### config.mk
export PLATFORM = sky130hd
export DESIGN_NAME = simon
export DESIGN_NICKNAME = d
export VERILOG_FILES = /design/src/rtl/simon_pkg.sv /design/src/rtl/simon_dpath.sv /design/src/rtl/simon_memory.sv /design/src/rtl/simon.sv
export SDC_FILE = /design/constraint.sdc
export NUM_CORES = 1
export LEC_CHECK = 0
export ABC_AREA = 1
export CAP_MARGIN = 20
export CELL_PAD_IN_SITES_DETAIL_PLACEMENT = 0
export CELL_PAD_IN_SITES_GLOBAL_PLACEMENT = 2
export CORE_ASPECT_RATIO = 0.5
export CORE_UTILIZATION = 30
export CTS_BUF_LIST = sky130_fd_sc_hd__clkbuf_4
export CTS_CLUSTER_DIAMETER = 80
export CTS_CLUSTER_SIZE = 20
export DETAILED_ROUTE_END_ITERATION = 8
export GPL_ROUTABILITY_DRIVEN = 0
export GPL_TIMING_DRIVEN = 0
export PLACE_DENSITY = 0.6
export SYNTH_ARGS = -nofsm -noshare
export SYNTH_HDL_FRONTEND = slang
export SYNTH_SLANG_ARGS = --single-unit
export TNS_END_PERCENT = 50
### constraint.sdc
create_clock -name pclk -period 5.1 [get_ports pclk]
set_input_delay 1.02 -clock pclk [delete_from_list [all_inputs] [get_ports pclk]]
set_output_delay 1.02 -clock pclk [all_outputs]
set_load 0.02 [all_outputs]
### src/rtl/simon_pkg.sv
// rtl/simon_pkg.sv - shared types and constants for the simon memory game
package simon_pkg;
  localparam int MEM_DEPTH_DEF = 64;
  localparam int PAT_W_DEF     = 4;

  typedef enum logic [1:0] {
    ST_INPUT    = 2'd0,
    ST_PLAYBACK = 2'd1,
    ST_REPEAT   = 2'd2,
    ST_DONE     = 2'd3
  } state_e;

  typedef enum logic [1:0] {
    IDX_HOLD = 2'd0,
    IDX_CLR  = 2'd1,
    IDX_INC  = 2'd2
  } idx_op_e;

  localparam logic [2:0] MODE_INPUT    = 3'b001;
  localparam logic [2:0] MODE_PLAYBACK = 3'b010;
  localparam logic [2:0] MODE_REPEAT   = 3'b100;
  localparam logic [2:0] MODE_DONE     = 3'b111;
endpackage

### src/rtl/simon_dpath.sv
// rtl/simon_dpath.sv - sequence length, playback index and sequence memory
module simon_dpath
  import simon_pkg::*;
#(
  parameter int MEM_DEPTH = MEM_DEPTH_DEF,
  parameter int PAT_W     = PAT_W_DEF,
  parameter int NW        = $clog2(MEM_DEPTH + 1),
  parameter int IW        = $clog2(MEM_DEPTH)
) (
  input  logic             clk_i,
  input  logic             rst_i,
  input  logic             wr_en_i,
  input  logic [PAT_W-1:0] wdata_i,
  input  idx_op_e          idx_op_i,
  output logic [PAT_W-1:0] rdata_o,
  output logic             last_o,
  output logic             full_o
);
  logic [NW-1:0] n_q, n_d;
  logic [IW-1:0] idx_q, idx_d;
  logic          we;

  // full gates the write so nothing ever lands past the last slot
  assign full_o = (n_q == NW'(MEM_DEPTH));
  assign last_o = (NW'(idx_q) == n_q - NW'(1));
  assign we     = wr_en_i && !full_o;

  always_comb begin
    n_d   = n_q;
    idx_d = idx_q;
    if (we) n_d = n_q + NW'(1);
    case (idx_op_i)
      IDX_CLR: idx_d = '0;
      IDX_INC: idx_d = idx_q + IW'(1);
      default: idx_d = idx_q;
    endcase
  end

  always_ff @(posedge clk_i) begin
    if (rst_i) begin
      n_q   <= '0;
      idx_q <= '0;
    end else begin
      n_q   <= n_d;
      idx_q <= idx_d;
    end
  end

  simon_memory #(.DEPTH(MEM_DEPTH), .W(PAT_W)) mem (
    .clk_i   (clk_i),
    .we_i    (we),
    .waddr_i (n_q[IW-1:0]),
    .wdata_i (wdata_i),
    .raddr_i (idx_q),
    .rdata_o (rdata_o)
  );
endmodule

### src/rtl/simon_memory.sv
// rtl/simon_memory.sv - sequence store, synchronous write, asynchronous read
module simon_memory #(
  parameter int DEPTH = 64,
  parameter int W     = 4,
  parameter int AW    = $clog2(DEPTH)
) (
  input  logic          clk_i,
  input  logic          we_i,
  input  logic [AW-1:0] waddr_i,
  input  logic [W-1:0]  wdata_i,
  input  logic [AW-1:0] raddr_i,
  output logic [W-1:0]  rdata_o
);
  logic [W-1:0] mem [DEPTH];

  always_ff @(posedge clk_i) begin
    if (we_i) mem[waddr_i] <= wdata_i;
  end

  assign rdata_o = mem[raddr_i];
endmodule

### src/rtl/simon.sv
// rtl/simon.sv - simon game top: control FSM plus datapath
module simon
  import simon_pkg::*;
#(
  parameter int MEM_DEPTH = MEM_DEPTH_DEF,
  parameter int PAT_W     = PAT_W_DEF
) (
  input  logic             pclk,
  input  logic             rst,
  input  logic             sysclk,
  input  logic             level,
  input  logic [PAT_W-1:0] pattern,
  output logic [PAT_W-1:0] pattern_leds,
  output logic [2:0]       mode_leds
);
  state_e           state_q, state_d;
  idx_op_e          idx_op;
  logic             wr_en, last, full, valid;
  logic [PAT_W-1:0] rdata;
  logic             unused_sysclk;

  assign unused_sysclk = sysclk;
  assign valid = level ? ($countones(pattern) == 1) : 1'b1;

  always_ff @(posedge pclk) begin
    if (rst) state_q <= ST_INPUT;
    else     state_q <= state_d;
  end

  always_comb begin
    state_d = state_q;
    wr_en   = 1'b0;
    idx_op  = IDX_HOLD;
    case (state_q)
      ST_INPUT: begin
        if (valid) begin
          wr_en   = 1'b1;
          idx_op  = IDX_CLR;
          state_d = ST_PLAYBACK;
        end
      end
      ST_PLAYBACK: begin
        if (last) begin
          idx_op  = IDX_CLR;
          state_d = ST_REPEAT;
        end else begin
          idx_op = IDX_INC;
        end
      end
      ST_REPEAT: begin
        if (pattern != rdata) begin
          idx_op  = IDX_CLR;
          state_d = ST_DONE;
        end else if (last) begin
          idx_op  = IDX_CLR;
          state_d = full ? ST_DONE : ST_INPUT;
        end else begin
          idx_op = IDX_INC;
        end
      end
      default: idx_op = last ? IDX_CLR : IDX_INC;
    endcase
  end

  always_comb begin
    mode_leds    = MODE_INPUT;
    pattern_leds = pattern;
    case (state_q)
      ST_PLAYBACK: begin mode_leds = MODE_PLAYBACK; pattern_leds = rdata; end
      ST_REPEAT:   mode_leds = MODE_REPEAT;
      ST_DONE:     begin mode_leds = MODE_DONE; pattern_leds = rdata; end
      default:     mode_leds = MODE_INPUT;
    endcase
  end

  simon_dpath #(.MEM_DEPTH(MEM_DEPTH), .PAT_W(PAT_W)) dpath (
    .clk_i    (pclk),
    .rst_i    (rst),
    .wr_en_i  (wr_en),
    .wdata_i  (pattern),
    .idx_op_i (idx_op),
    .rdata_o  (rdata),
    .last_o   (last),
    .full_o   (full)
  );
endmodule

Yosys cells after proc, flatten, opt, wreduce, memory -nomap -nowiden

Memory sizes are Yosys's and may differ from the RTL's. A register that Yosys moved wholly into a read port is not among the register bits.
Cells that the tools add are included.
Widths: inputs -> output; s select.

Bits in registers: 15
RAM bits: 256
Input bits: 8
Output and inout port bits: 7
Logic and storage cells: 49
Memories kept: 1

Memories:

| memory        | depth | width | read ports | clocked after memory_dff | write ports | line               | source |
|---|---|---|---|---|---|---|---|
| dpath.mem.mem | 64    | 4     | 1          | 1                        | 1           | simon_memory.sv:14 | `logic [W-1:0] mem [DEPTH];` |

Add/sub/neg operators: 6
Equality and inequality tests: 12
Multiplexer cells: 20
Reduce and logical (&&, ||, !) cells: 7

Operator list:

| kind                | number |
|---|---|
| $mux 2              | 7 |
| $mux 6              | 2 |
| $pmux 6 s2          | 1 |
| $pmux 3 s3          | 1 |
| $add 7x1->7 const B | 1 |
| $eq 6x7->1          | 1 |
| $eq 7x7->1 const B  | 1 |
| $sub 7x1->7 const B | 1 |
| $add 6x1->6 const B | 1 |
| $eq 2x2->1 const B  | 3 |
| $mux 1              | 6 |
| $pmux 2 s3          | 1 |
| $add 1x1->2         | 2 |
| $eq 2x1->1 const B  | 2 |
| $mux 4              | 1 |
| $ne 4x4->1          | 1 |
| $pmux 2 s2          | 1 |
| $reduce_and 4->1    | 1 |
| $add 2x2->3         | 1 |
| $eq 3x1->1 const B  | 1 |
| $ne 3x2->1 const B  | 1 |
| $reduce_bool 3->1   | 1 |
| $logic_not 2->1     | 1 |
| $ne 2x1->1 const B  | 1 |
| other kinds (5)     | 5 |

Logic depth before layout (Yosys ltp)

Gate-level depths: netlist (run 1).

Word-level depth: 10
Depth in mapped cells: 24
Mapped depth without buffers: 22

Modules after synthesis

A second synthesis (run 1) with hierarchy kept.

Cell total of the unflattened synthesis: 1169
Area, all modules: 12203.0 um2

Modules (own cells, without submodules):

| module       | times used | cells an instance | area an instance (um2) | seq. area each (um2) |
|---|---|---|---|---|
| simon_memory | 1          | 944               | 10801.6                | 7687.4 |
| simon_dpath  | 1          | 149               | 954.7                  | 260.2 |
| simon        | 1          | 76                | 446.7                  | 40.0 |

Worst setup path after synthesis (run 1)

Ideal clock, no wire load.

Path kind: input to register
Start: in pattern[0]
End: mem dpath.mem.mem[11][0] (enable)
Library setup time: 330 ps
Arrival time: 3556 ps
Data required time: 4770 ps
Setup slack: 1214 ps
Stages: 12
Path buffers: 0
Cells stage by stage: inv_1 fa_1 inv_1 ha_1 ha_1 o31ai_1 nand2_1 nor2_1 inv_1 nor2_1 nand3_1 nor2_1

Longest elaborated chain between the ends: 9

RTL lines:

| item                              | line               | source |
|---|---|---|
| from (decl)                       | simon.sv:12        | `input logic [PAT_W-1:0] pattern,` |
| $add 1x1->2 (implied by the code) | simon.sv:23        | `assign valid = level ? ($countones(pattern) == 1) : 1'b1;` |
| $add 2x2->3 (implied by the code) | simon.sv:23        |  |
| $eq 3x1->1                        | simon.sv:23        |  |
| $mux 1                            | simon.sv:23        |  |
| $mux 1                            | simon.sv:36        | `if (valid) begin` |
| $mux 1                            | simon.sv:34        | `case (state_q)` |
| $logic_and 1x1->1                 | simon_dpath.sv:26  | `assign we = wr_en_i && !full_o;` |
| $mux 1                            | simon_memory.sv:17 | `if (we_i) mem[waddr_i] <= wdata_i;` |
| $mux 1 (implied by the code)      | simon_memory.sv:17 |  |
| to (decl)                         | simon_memory.sv:14 |  |

Every way passes these cells.

==> metrics.md, run 1 <==
| Metric | Value |
|---|---|
| Outcome | `completed` |
| Slowest cell on crit path | `buf_1` |
| Gr usage total | `0.2183` |
| Synth area leaders | `edfxtp_1, nand2_1, nand3_1` |
| Initial cell density of the core | `0.3060` |
| DRC Markers | `0` |
| IO Port Bufs | `13` |
| CP cell instances | `inv_2 > buf_1 > nand3_1 > nand3_1 > nand2_1 > nand2_1 > nand3_1 > nand3_1 > nand2_1 > nand2_1 > o21ai_0 > clkdlybuf4s50_1` |
| Top_reg_cell synth | `edfxtp_1` |
| Filler cell count in the final layout | `4,018` |
| Clk pin slew, worst setup/hold paths | `0.20 ns` |
| Yosys warns | `0` |
| Switching Power | `1.925 mW` |
| Kind of start point of the critical path | `register` |
| Final hold violation count | `0` |
| Cell with the most instances after synthesis | `nand2_1` |
| Worst R2R Setup Slack | `0.71 ns` |
| Cts hold-fix bufs | `0` |
| Setup WS post-layout | `0.1699 ns` |
| Hold Crit Depth | `2` |
| Post-synth EDFFs | `256` |
| Avg Cell Area, Syn | `between 10 and 15 sq um` |
| Pwr dens | `386.9 nW/um^2` |
| Synth cell types | `29` |
| Initial antenna violation count | `2` |
| Hpwl dp | `approximately 29 mm` |
| FF+latch count, synth | `277` |
| Reg2Reg Depth | `19` |
| Clock Path Buffers | `3` |
| Pre-CTS setup slack | `-1.166 ns` |
| Syn nets | `between 1,000 and 1,500` |
| Sink Count | `277` |
| Starting DRC count in detailed routing | `1,018` |
| CP endpoint kind | `primary output` |
| FMAX | `0.2028 GHz` |
| Via count | `approximately 8,600` |
| Leakage | `4.583 nW` |
| Die width | `284.5 um` |
| Routed length on met1 | `around 22 mm` |
| Clock buffer count from CTS | `17` |
| Largest net degree at the start of global routing | `41` |
| Critical Path RT | `4.08 ns` |
| Worst-Margin Slew | `1.020 ns` |
| Slew Limit Fails | `0` |
| Clk_lat worst skew | `0.77 ns` |
| Int Pwr | `between 3 and 4 mW` |
| Clock Skew | `0.06667 ns` |
| # IOs | `15` |
| Wire length per cell | `25.75 um` |
| Vias per cell | `5.029` |
| Share of flip-flops with an asynchronous set or reset | `0` |
| Seq/Total Area, Yosys | `0.6774` |
| CP max FO | `10` |
| Final setup vio count | `0` |
| Layout cell share with drive strength beyond 1 | `0.08122` |
| Met3 WL post-DR | `3.014 mm` |
| Period Utilization, post-route | `0.9667` |
| Top sig layer | `met4` |
| Hold wc startpoint | `dpath.n_q[6]$_SDFFE_PP0P_` |
| CTS tree | `done` |
| Max-cap violations | `0` |
| Post-Route WL | `roughly 44 mm` |
| Gr ovfl total | `0` |
| Slew margin rel. | `0.3197` |
| Crit path DAT | `slightly below 4 ns` |
| Clk pwr share | `0.178` |
| Switch share | `0.3801` |
| Tmin final | `roughly 5 ns` |
| Die Y | `143.2 um` |
| Crit-path max cell delay | `0.71 ns` |
| Comb pwr share | `0.317` |
| Layout area overhead | `9.346%` |
| Total core area | `39,120 sq um` |
| DRT Pass-1 Iters | `6` |
| VDD IR max | `roughly 0.00017 V` |
| Synthesized instance count | `1,137` |
| Vias in the first global route | `8,104` |
| Min-Delay Path Class | `register to register` |
| # rows | `51` |
| H-tree levels | `1` |
| Top post-synthesis cells by count | `nand2_1, edfxtp_1, nand3_1` |
| Met2 wire len | `around 19 mm` |
| Mapped cell area | `11,970 sq um` |
| Root buf cell | `clkbuf_4` |
| Global-route wire length before repair | `61.51 mm` |
| Die area | `40,750 sq um` |
| CP Class | `register to primary output` |
| Hold Path Sink | `dpath.n_q[6]$_SDFFE_PP0P_` |
| Synth top area share | `0.6423` |
| Nets@finish | `1,198` |
| Power, Total | `5.063 mW` |
| Yosys top cell by area | `edfxtp_1` |
| Routed Antenna Nets | `0` |
| Register share of total power | `0.505` |
cell usage in the layout (no fill, tap or decap), types with 4 or more instances in the layout:
master / count
nand3_1: 231
clkbuf_1: 12
inv_1: 35
nor2_2: 9
edfxtp_1: 256
buf_4: 19
ha_1: 11
nand4_1: 5
xor2_1: 8
clkdlybuf4s50_1: 9
inv_2: 4
buf_2: 28
nand2_1: 371
clkinv_1: 4
clkbuf_4: 23
dfxtp_1: 21
a21oi_1: 13
o21ai_0: 7
nor3_1: 15
buf_12: 4
nor2_1: 77
how the worst max path moves through the flow:
stage	start	endpoint	slack, ns	cells after the start
after global routing	register	pattern_leds[0]	-0.009	12
after CTS	register	pattern_leds[1]	0.10	11
after detailed placement	pattern[0]	dpath.mem.mem[29][0]$_DFFE_PP_	-1.17	14
after global placement	pattern[0]	dpath.mem.mem[53][1]$_DFFE_PP_	-3.14	13
after floorplan	pattern[0]	dpath.mem.mem[11][0]$_DFFE_PP_	1.21	12
final	register	pattern_leds[3]	0.17	12
per-layer routing:
metal,up-vias,global-route usage
met5,-,0
met4,0,0.03452
met3,39,0.03642
met2,263,0.3340
met1,4330,0.3275
li1,3988,-
power by group through the flow:
stage	combinational (mW)	sequential [mW]	clock (mW)
floorplan	0.869	2.59	0
global placement	1.57	2.61	0
detailed placement	1.57	2.60	0
CTS	1.58	2.55	0.927
global route	1.73	2.56	1.00
finish	1.61	2.56	0.902
critical path, delay by kind of cell (launching register included):
| kind | cells | cell delay [ns] |
|---|---|---|
| compound gates | 1 | 0.07 |
| buf+inv | 3 | 1.47 |
| flops | 1 | 0.37 |
| simple gates | 8 | 1.27 |
kinds of logic (layout without fill, tap and decap cells):
logic type / after synthesis / after routing / share of synthesized area
AO/OA/AOI/OAI: 25 / 25 / 0.01119
other: 0 / 2 / 0
adder cells (fa/ha/maj): 12 / 12 / 0.01317
XOR/XNOR: 9 / 9 / 0.006586
flip-flops: 277 / 277 / 0.6774
AND/OR/NAND/NOR: 718 / 718 / 0.2542
buffers and inverters: 96 / 141 / 0.03743
sequential cells by signal (all words and copies together), names as in the netlist, named ones only:
| register | flops |
|---|---|
| dpath.idx_q | 6 |
| dpath.mem.mem | 256 |
| state_q | 2 |
| dpath.n_q | 7 |
final cells by class:
| type | count | area (sq um) | share of cell area |
|---|---|---|---|
| Sequential cell | 277 | 8108 | 0.6195 |
| Inverter | 41 | 153.9 | 0.01176 |
| Tap cell | 530 | 663.1 | 0.05067 |
| Clock buffer | 21 | 157.7 | 0.01205 |
| Clock inverter | 2 | 7.507 | 0.0005736 |
| Multi-Input combinational cell | 764 | 3466 | 0.2648 |
| Buffer | 55 | 296.5 | 0.02266 |
| Antenna cell | 2 | 5.005 | 0.0003824 |
| Timing Repair Buffer | 22 | 230.2 | 0.01759 |
through the flow:
stage                     TNS (ns)    util  area (sq um)  instances  hold WS [ns]
after floorplan                  0       -         11970       1137        0.4762
after global placement     -775.99  0.3263         12760       1680        0.5242
after detailed placement   -216.99  0.3278         12820       1684        0.5314
after CTS                        0  0.3328         13020       1709        0.5617
after global routing      -0.01187  0.3346         13090       1714        0.5957
final                            0  0.3346         13090       1714        0.5629
what timing repair did:
| action | CTS | global route |
|---|---|---|
| pin swaps | 1 | 1 |
| setup buffers | 2 | 1 |
| gates resized for setup | 4 | 16 |
| endpoints found under the setup margin | 167 | 157 |
(Power assumes the default switching activity.)
==> inputs of run 2 (changes only) <==
CTS_BUF_LIST = sky130_fd_sc_hd__clkbuf_8   (was sky130_fd_sc_hd__clkbuf_4)
==> run 2 against run 1 <==
  * Critical path depth shrank 1
  * Worst setup slack gained 0.092 ns
  * Die area is the same
  * Via count shrank 1.1%
  * Cell count shrank 0.12%
  * Sequential share of layout area shrank 0.48 points
  * Maximum frequency grew 1.9%
  * Clock power grew 18%
  * Sequential power is essentially flat
==> metrics.md, run 2 (synthesis results as in run 1) <==
| Metric | Value |
|---|---|
| Crit-path max cell delay | `0.75 ns (+0.04 ns)` |
| Pwr dens | `395.2 nW/um^2 (+2.2%)` |
| Clock Path Buffers | `3 (unchanged)` |
| Die area | `40,750 sq um (unchanged)` |
| Hpwl dp | `29.06 mm (unchanged)` |
| Gr ovfl total | `0 (unchanged)` |
| Tmin final | `4.838 ns (-0.09208 ns)` |
| Max-cap violations | `0 (unchanged)` |
| DP Area | `12,820 sq um (unchanged)` |
| Min-Delay Path Class | `register to register` |
| Slowest cell on crit path | `clkbuf_1` |
| IO Port Bufs | `13 (unchanged)` |
| Final instance area | `13,190 sq um (+0.78%)` |
| Top delay family on crit path | `buffers and inverters` |
| Largest register FFs | `256 (unchanged)` |
| Antenna diode count | `0 (-2)` |
| Slew margin rel. | `0.3141 (-0.005624)` |
| Slew Limit Fails | `0 (unchanged)` |
| VDD IR max | `0.0001420 V (-17%)` |
| Worst hold margin | `0.5584 ns (-0.004548 ns)` |
| Post-Route WL | `43.99 mm (-0.31%)` |
| CTS tree | `done` |
| Power, Total | `5.213 mW (+3.0%)` |
| Most common cell after layout, fill and taps aside | `nand2_1` |
| Routed Antenna Nets | `0 (unchanged)` |
| # rows | `51 (unchanged)` |
| RSZ-0062 raised after global routing | `true` |
| CP max FO | `10 (unchanged)` |
| Leakage | `4.630 nW (+1.0%)` |
| Setup WS post-layout | `0.2620 ns (+0.09208 ns)` |
| WP buf/inv | `3 (unchanged)` |
| # placed instances | `1,684 (unchanged)` |
| Filler cell count in the final layout | `4,021 (+0.075%)` |
| Final hold violation count | `0 (unchanged)` |
| Kind of start point of the critical path | `register` |
| Clk pin slew, worst setup/hold paths | `0.13 ns (-0.07 ns)` |
| Clock buffer count from CTS | `17 (unchanged)` |
| Most frequent cells in the layout | `nand2_1, edfxtp_1, nand3_1` |
| Period Utilization, post-route | `0.9486 (-0.01806)` |
| Sink Count | `277 (unchanged)` |
| Initial cell density of the core | `0.3060 (unchanged)` |
| Vias in the first global route | `8,129 (+0.31%)` |
| Layout cell share with drive strength beyond 1 | `0.07699 (-0.004230)` |
| Post-layout util | `0.3372 (+0.002623)` |
| Top flop regs | `dpath.mem.mem: 256 flops, dpath.n_q: 7 flops, dpath.idx_q: 6 flops` |
| Worst-Margin Slew | `1.029 ns (+0.008436 ns)` |
| Fin cells | `1,712 (-0.12%)` |
| Root buf cell | `clkbuf_8` |
| H-tree levels | `1 (unchanged)` |
| Largest net degree at the start of global routing | `41 (unchanged)` |
| Wire length per cell | `25.70 um (-0.19%)` |
| CP Class | `register to primary output` |
| Nets@finish | `1,198 (unchanged)` |
| FMAX | `0.2067 GHz (+1.9%)` |
| Global-route wire length before repair | `61.64 mm (+0.21%)` |
| # IOs | `15 (unchanged)` |
| Outcome | `completed` |
| Final setup vio count | `0 (unchanged)` |
| Via count | `8,522 (-1.1%)` |
| Pre-CTS setup slack | `-1.166 ns (unchanged)` |
| CP endpoint kind | `primary output` |
| DRC Markers | `0 (unchanged)` |
| Clock Skew | `0.02818 ns (-0.03848 ns)` |
| Vias per cell | `4.978 (-1.0%)` |
| Die width | `284.5 um (unchanged)` |
| Initial antenna violation count | `0 (-2)` |
| Most frequent CP cell | `nand2_1` |
| DRT Pass-1 Iters | `5 (-1)` |
| Total core area | `39,120 sq um (unchanged)` |
| Critical Path RT | `4.08 ns (about the same)` |
| Largest Register | `dpath.mem.mem` |
| Crit path DAT | `3.82 ns (-0.09 ns)` |
| Gr usage total | `0.2188 (+0.0004961)` |
| Starting DRC count in detailed routing | `944 (-7.3%)` |
| CP cell instances | `clkbuf_1 > clkbuf_1 > nand3_1 > nand2_1 > nand2_1 > nand3_1 > nand3_1 > nand2_1 > nand2_1 > o21ai_0 > clkdlybuf4s50_1` |
| Layout area overhead | `10.20%` |
| Accumulated negative setup slack | `0 ns (unchanged)` |
| Die Y | `143.2 um (unchanged)` |
| Clk_lat worst skew | `0.59 ns (-0.18 ns)` |
run 2: cell count changes in the layout (fill, tap and decap cells not counted), sizes merged:
| cell | before | now |
|---|---|---|
| buf | 52 | 53 |
| inv | 39 | 42 |
| clkbuf | 37 | 33 |
| clkinvlp | 0 | 1 |
| clkinv | 4 | 3 |
| diode | 2 | 0 |
run 2: metal layers:
| metal | vias up | GRT usage | part of all wire |
|---|---|---|---|
| li1 | 3974 | - | - |
| met1 | 4276 | 0.3262 | 0.48 |
| met2 | 235 | 0.3349 | 0.43 |
| met3 | 37 | 0.03914 | 0.075 |
| met5 | - | 0 | 0 |
| met4 | 0 | 0.03537 | 0.015 |
run 2: cell type report:
cell class                      count  area (sq um)  share of cell area
Clock inverter                      5         22.52            0.001707
Sequential cell                   277          8108              0.6147
Tap cell                          530         663.1             0.05027
Buffer                             55         294.0             0.02229
Inverter                           41         153.9             0.01167
Timing Repair Buffer               22         230.2             0.01745
Clock buffer                       18         247.7             0.01878
Multi-Input combinational cell    764          3471              0.2631
run 2: what timing repair did:
item / in CTS / in global routing
setup buffers: 2 / 1
gates resized for setup: 12 / 4
hold buffers: 0 / 0
pin swaps: 2 / 1
endpoints found under the hold margin: 0 / 0
endpoints found under the setup margin: 224 / 160
run 2: power breakdown:
group,switching [mW],leakage [nW],internal [mW]
Combinational,1.18,2.01,0.424
Clock,0.731,0.151,0.328
Sequential,0.0313,2.47,2.52
Total,1.94,4.63,3.28
run 2: final timing paths:
kind | cells past startpoint | slack (ns) | to | start
worst max-delay path | 11 | 0.26 | pattern_leds[0] | register
worst min-delay path | 2 | 0.56 | dpath.n_q[6]$_SDFFE_PP0P_ | dpath.n_q[6]$_SDFFE_PP0P_
worst max register to register | 19 | 0.65 | register | register
worst min register to register | 2 | 0.56 | dpath.n_q[6]$_SDFFE_PP0P_ | dpath.n_q[6]$_SDFFE_PP0P_
run 2: tightest hold or removal path, delay by kind of cell, from the launching register on:
family / cells / cell delay, ns
DFF: 1 / 0.36
AOI/OAI and AO/OA: 1 / 0.12
and+or+nand+nor: 1 / 0.06
==> inputs of run 3 (changes only) <==
GPL_TIMING_DRIVEN = unset   (was 0)
==> run 3 against run 2 <==
  * Core utilization decreased by 0.54 points
  * Non-clock buffer count down 37
  * Register-to-register slack better by 0.40 ns
  * Clock power is 4% lower
  * Maximum frequency rose by 9.4%
  * Cell count decreased by 2.2%
  * Clock skew down 0.0053 ns
  * Cell area fell by 1.6%
  * Flip-flop and latch count is the same
  * Via count fell by 6.4%
  * Worst setup slack better by 0.41 ns
  * Wire length shrank 22%
  * Critical path type unchanged
  * Largest power group unchanged
==> metrics.md, run 3 (synthesis results as in run 1) <==
| Metric | Value |
|---|---|
| Outcome | `completed` |
| Antenna diode count | `0 (unchanged)` |
| Total core area | `39,120 sq um (unchanged)` |
| Gr usage total | `0.1713 (-0.04752)` |
| Initial antenna violation count | `1 (+1)` |
| Min-Delay Path Class | `register to register` |
| Root buf cell | `clkbuf_8` |
| Die Y | `143.2 um (unchanged)` |
| Clk pin slew, worst setup/hold paths | `0.12 ns (about the same)` |
| Final setup vio count | `0 (unchanged)` |
| Cts hold-fix bufs | `0 (unchanged)` |
| Nets@finish | `1,161 (-3.1%)` |
| Final hold violation count | `0 (unchanged)` |
| Routed Antenna Nets | `0 (unchanged)` |
| Crit path DAT | `3.40 ns (-0.42 ns)` |
| Layout area overhead | `8.425%` |
| VDD IR max | `0.0002545 V (+79%)` |
| Die width | `284.5 um (unchanged)` |
| Critical Path RT | `4.08 ns (about the same)` |
| Clock Skew | `0.02285 ns (-0.005330 ns)` |
| Filler cell count in the final layout | `4,049 (+0.70%)` |
| Sink Count | `277 (unchanged)` |
| RSZ-0062 raised after global routing | `false` |
| Multi-input gate area | `3413 sq um (-1.7%)` |
| H-tree levels | `1 (unchanged)` |
| CP endpoint kind | `primary output` |
| Clock buffer count from CTS | `17 (unchanged)` |
| Via count | `7,980 (-6.4%)` |
| Largest net degree at the start of global routing | `129 (+210%)` |
| Die area | `40,750 sq um (unchanged)` |
| Largest register FFs | `256 (unchanged)` |
| Seq. cell area | `8113 sq um (about the same)` |
| Clock Path Buffers | `3 (unchanged)` |
| Top flop regs | `dpath.mem.mem: 256 flops, dpath.n_q: 7 flops, dpath.idx_q: 6 flops` |
| FMAX | `0.2261 GHz (+9.4%)` |
| Setup WS post-layout | `0.6769 ns (+0.4149 ns)` |
| CTS tree | `done` |
| Clk_lat worst skew | `0.57 ns (-0.02 ns)` |
| Gr ovfl total | `0 (unchanged)` |
| Initial cell density of the core | `0.3060 (unchanged)` |
| Most frequent cells in the layout | `nand2_1, edfxtp_1, nand3_1` |
| Post-Route WL | `34.22 mm (-22%)` |
| Worst-Margin Slew | `0.8873 ns (-0.1416 ns)` |
| Wire length per cell | `20.43 um (-20%)` |
| Pre-CTS setup slack | `0.5111 ns (+1.678 ns)` |
| DRC Markers | `0 (unchanged)` |
| Pwr dens | `376.9 nW/um^2 (-4.6%)` |
| Starting DRC count in detailed routing | `595 (-37%)` |
| Resize count post-CTS | `0 (-12)` |
| Post-CTS setup buffer count | `0 (-2)` |
| Accumulated negative setup slack | `0 ns (unchanged)` |
| Leakage | `4.522 nW (-2.3%)` |
| Global-route wire length before repair | `51.20 mm (-17%)` |
| IO Port Bufs | `13 (unchanged)` |
| Slew margin rel. | `0.4085 (+0.09441)` |
| CP Class | `register to primary output` |
| # rows | `51 (unchanged)` |
| Max-cap violations | `0 (unchanged)` |
| Most common cell after layout, fill and taps aside | `nand2_1` |
| # IOs | `15 (unchanged)` |
| Period Utilization, post-route | `0.8673 (-0.08135)` |
| Largest Register | `dpath.mem.mem` |
| Final instance area | `12,980 sq um (-1.6%)` |
| Tmin final | `4.423 ns (-0.4149 ns)` |
| Kind of start point of the critical path | `register` |
| Vias in the first global route | `8,083 (-0.57%)` |
| Hpwl dp | `21.76 mm (-25%)` |
| Slew Limit Fails | `0 (unchanged)` |
| DRT Pass-1 Iters | `5 (unchanged)` |
| CP max FO | `16 (+6)` |
| Vias per cell | `4.764 (-4.3%)` |
| DP Area | `12,720 sq um (-0.80%)` |
| Layout cell share with drive strength beyond 1 | `0.05066 (-0.02633)` |
## run 3: changes by cell type in the layout (fill, tap and decap cells not counted), sizes merged
cell	previous run	this run
clkbuf	33	17
buf	53	31
clkinv	3	4
## run 3: area by class of cell
class,count,area share
sequential,277,0.6251
multi-input combinational,764,0.2630
tap,530,0.05110
timing repair buffer,40,0.02892
clock buffer,17,0.01803
inverter,41,0.01196
clock inverter,6,0.001832
## run 3: path summary, 6_finish.rpt
check,startpoint,end,slack (ns),depth (start not counted)
max,register,pattern_leds[3],0.68,11
min,dpath.idx_q[0]$_SDFFE_PP0N_,register,0.51,2
max reg2reg,register,register,1.05,21
min reg2reg,dpath.idx_q[0]$_SDFFE_PP0N_,register,0.51,2
## run 3: where the power goes
group / switching [mW] / internal [mW] / total (mW) / leakage, nW
Combinational: 0.922 / 0.400 / 1.32 / 1.90
Sequential: 0.0281 / 2.53 / 2.55 / 2.47
Clock: 0.704 / 0.312 / 1.02 / 0.149
Total: 1.65 / 3.24 / 4.89 / 4.52
## run 3: metrics by stage
stage	total power [mW]	cells	hold slack [ns]	utilization
6_report	4.891	1675	0.5115	0.3318
5_1_grt	5.167	1675	0.5621	0.3318
3_3_place_gp	3.942	1652	0.4923	0.3252
2_1_floorplan	3.463	1137	0.4762	-
4_1_cts	4.953	1675	0.5170	0.3318
3_5_place_dp	3.946	1652	0.4967	0.3252
## run 3: worst max-delay path, stage by stage (launching register included)
cell and delay (ns):
dfxtp_1 0.85, inv_1 0.13, buf_4 0.25, nand3_1 0.12, nand2_1 0.13, nand2_1 0.09, nand3_1 0.18, nand3_1 0.23
nand2_1 0.12, nand2_1 0.08, o21ai_0 0.08, clkdlybuf4s50_1 0.55
## run 3: routing by layer
metal  up-vias  GRT usage  wire, um
li1       3893          -         -
met1      3963     0.2529     17620
met3        27    0.02556      1110
met5         -          0         0
met4         0    0.02434       415
met2        97     0.2705     15080
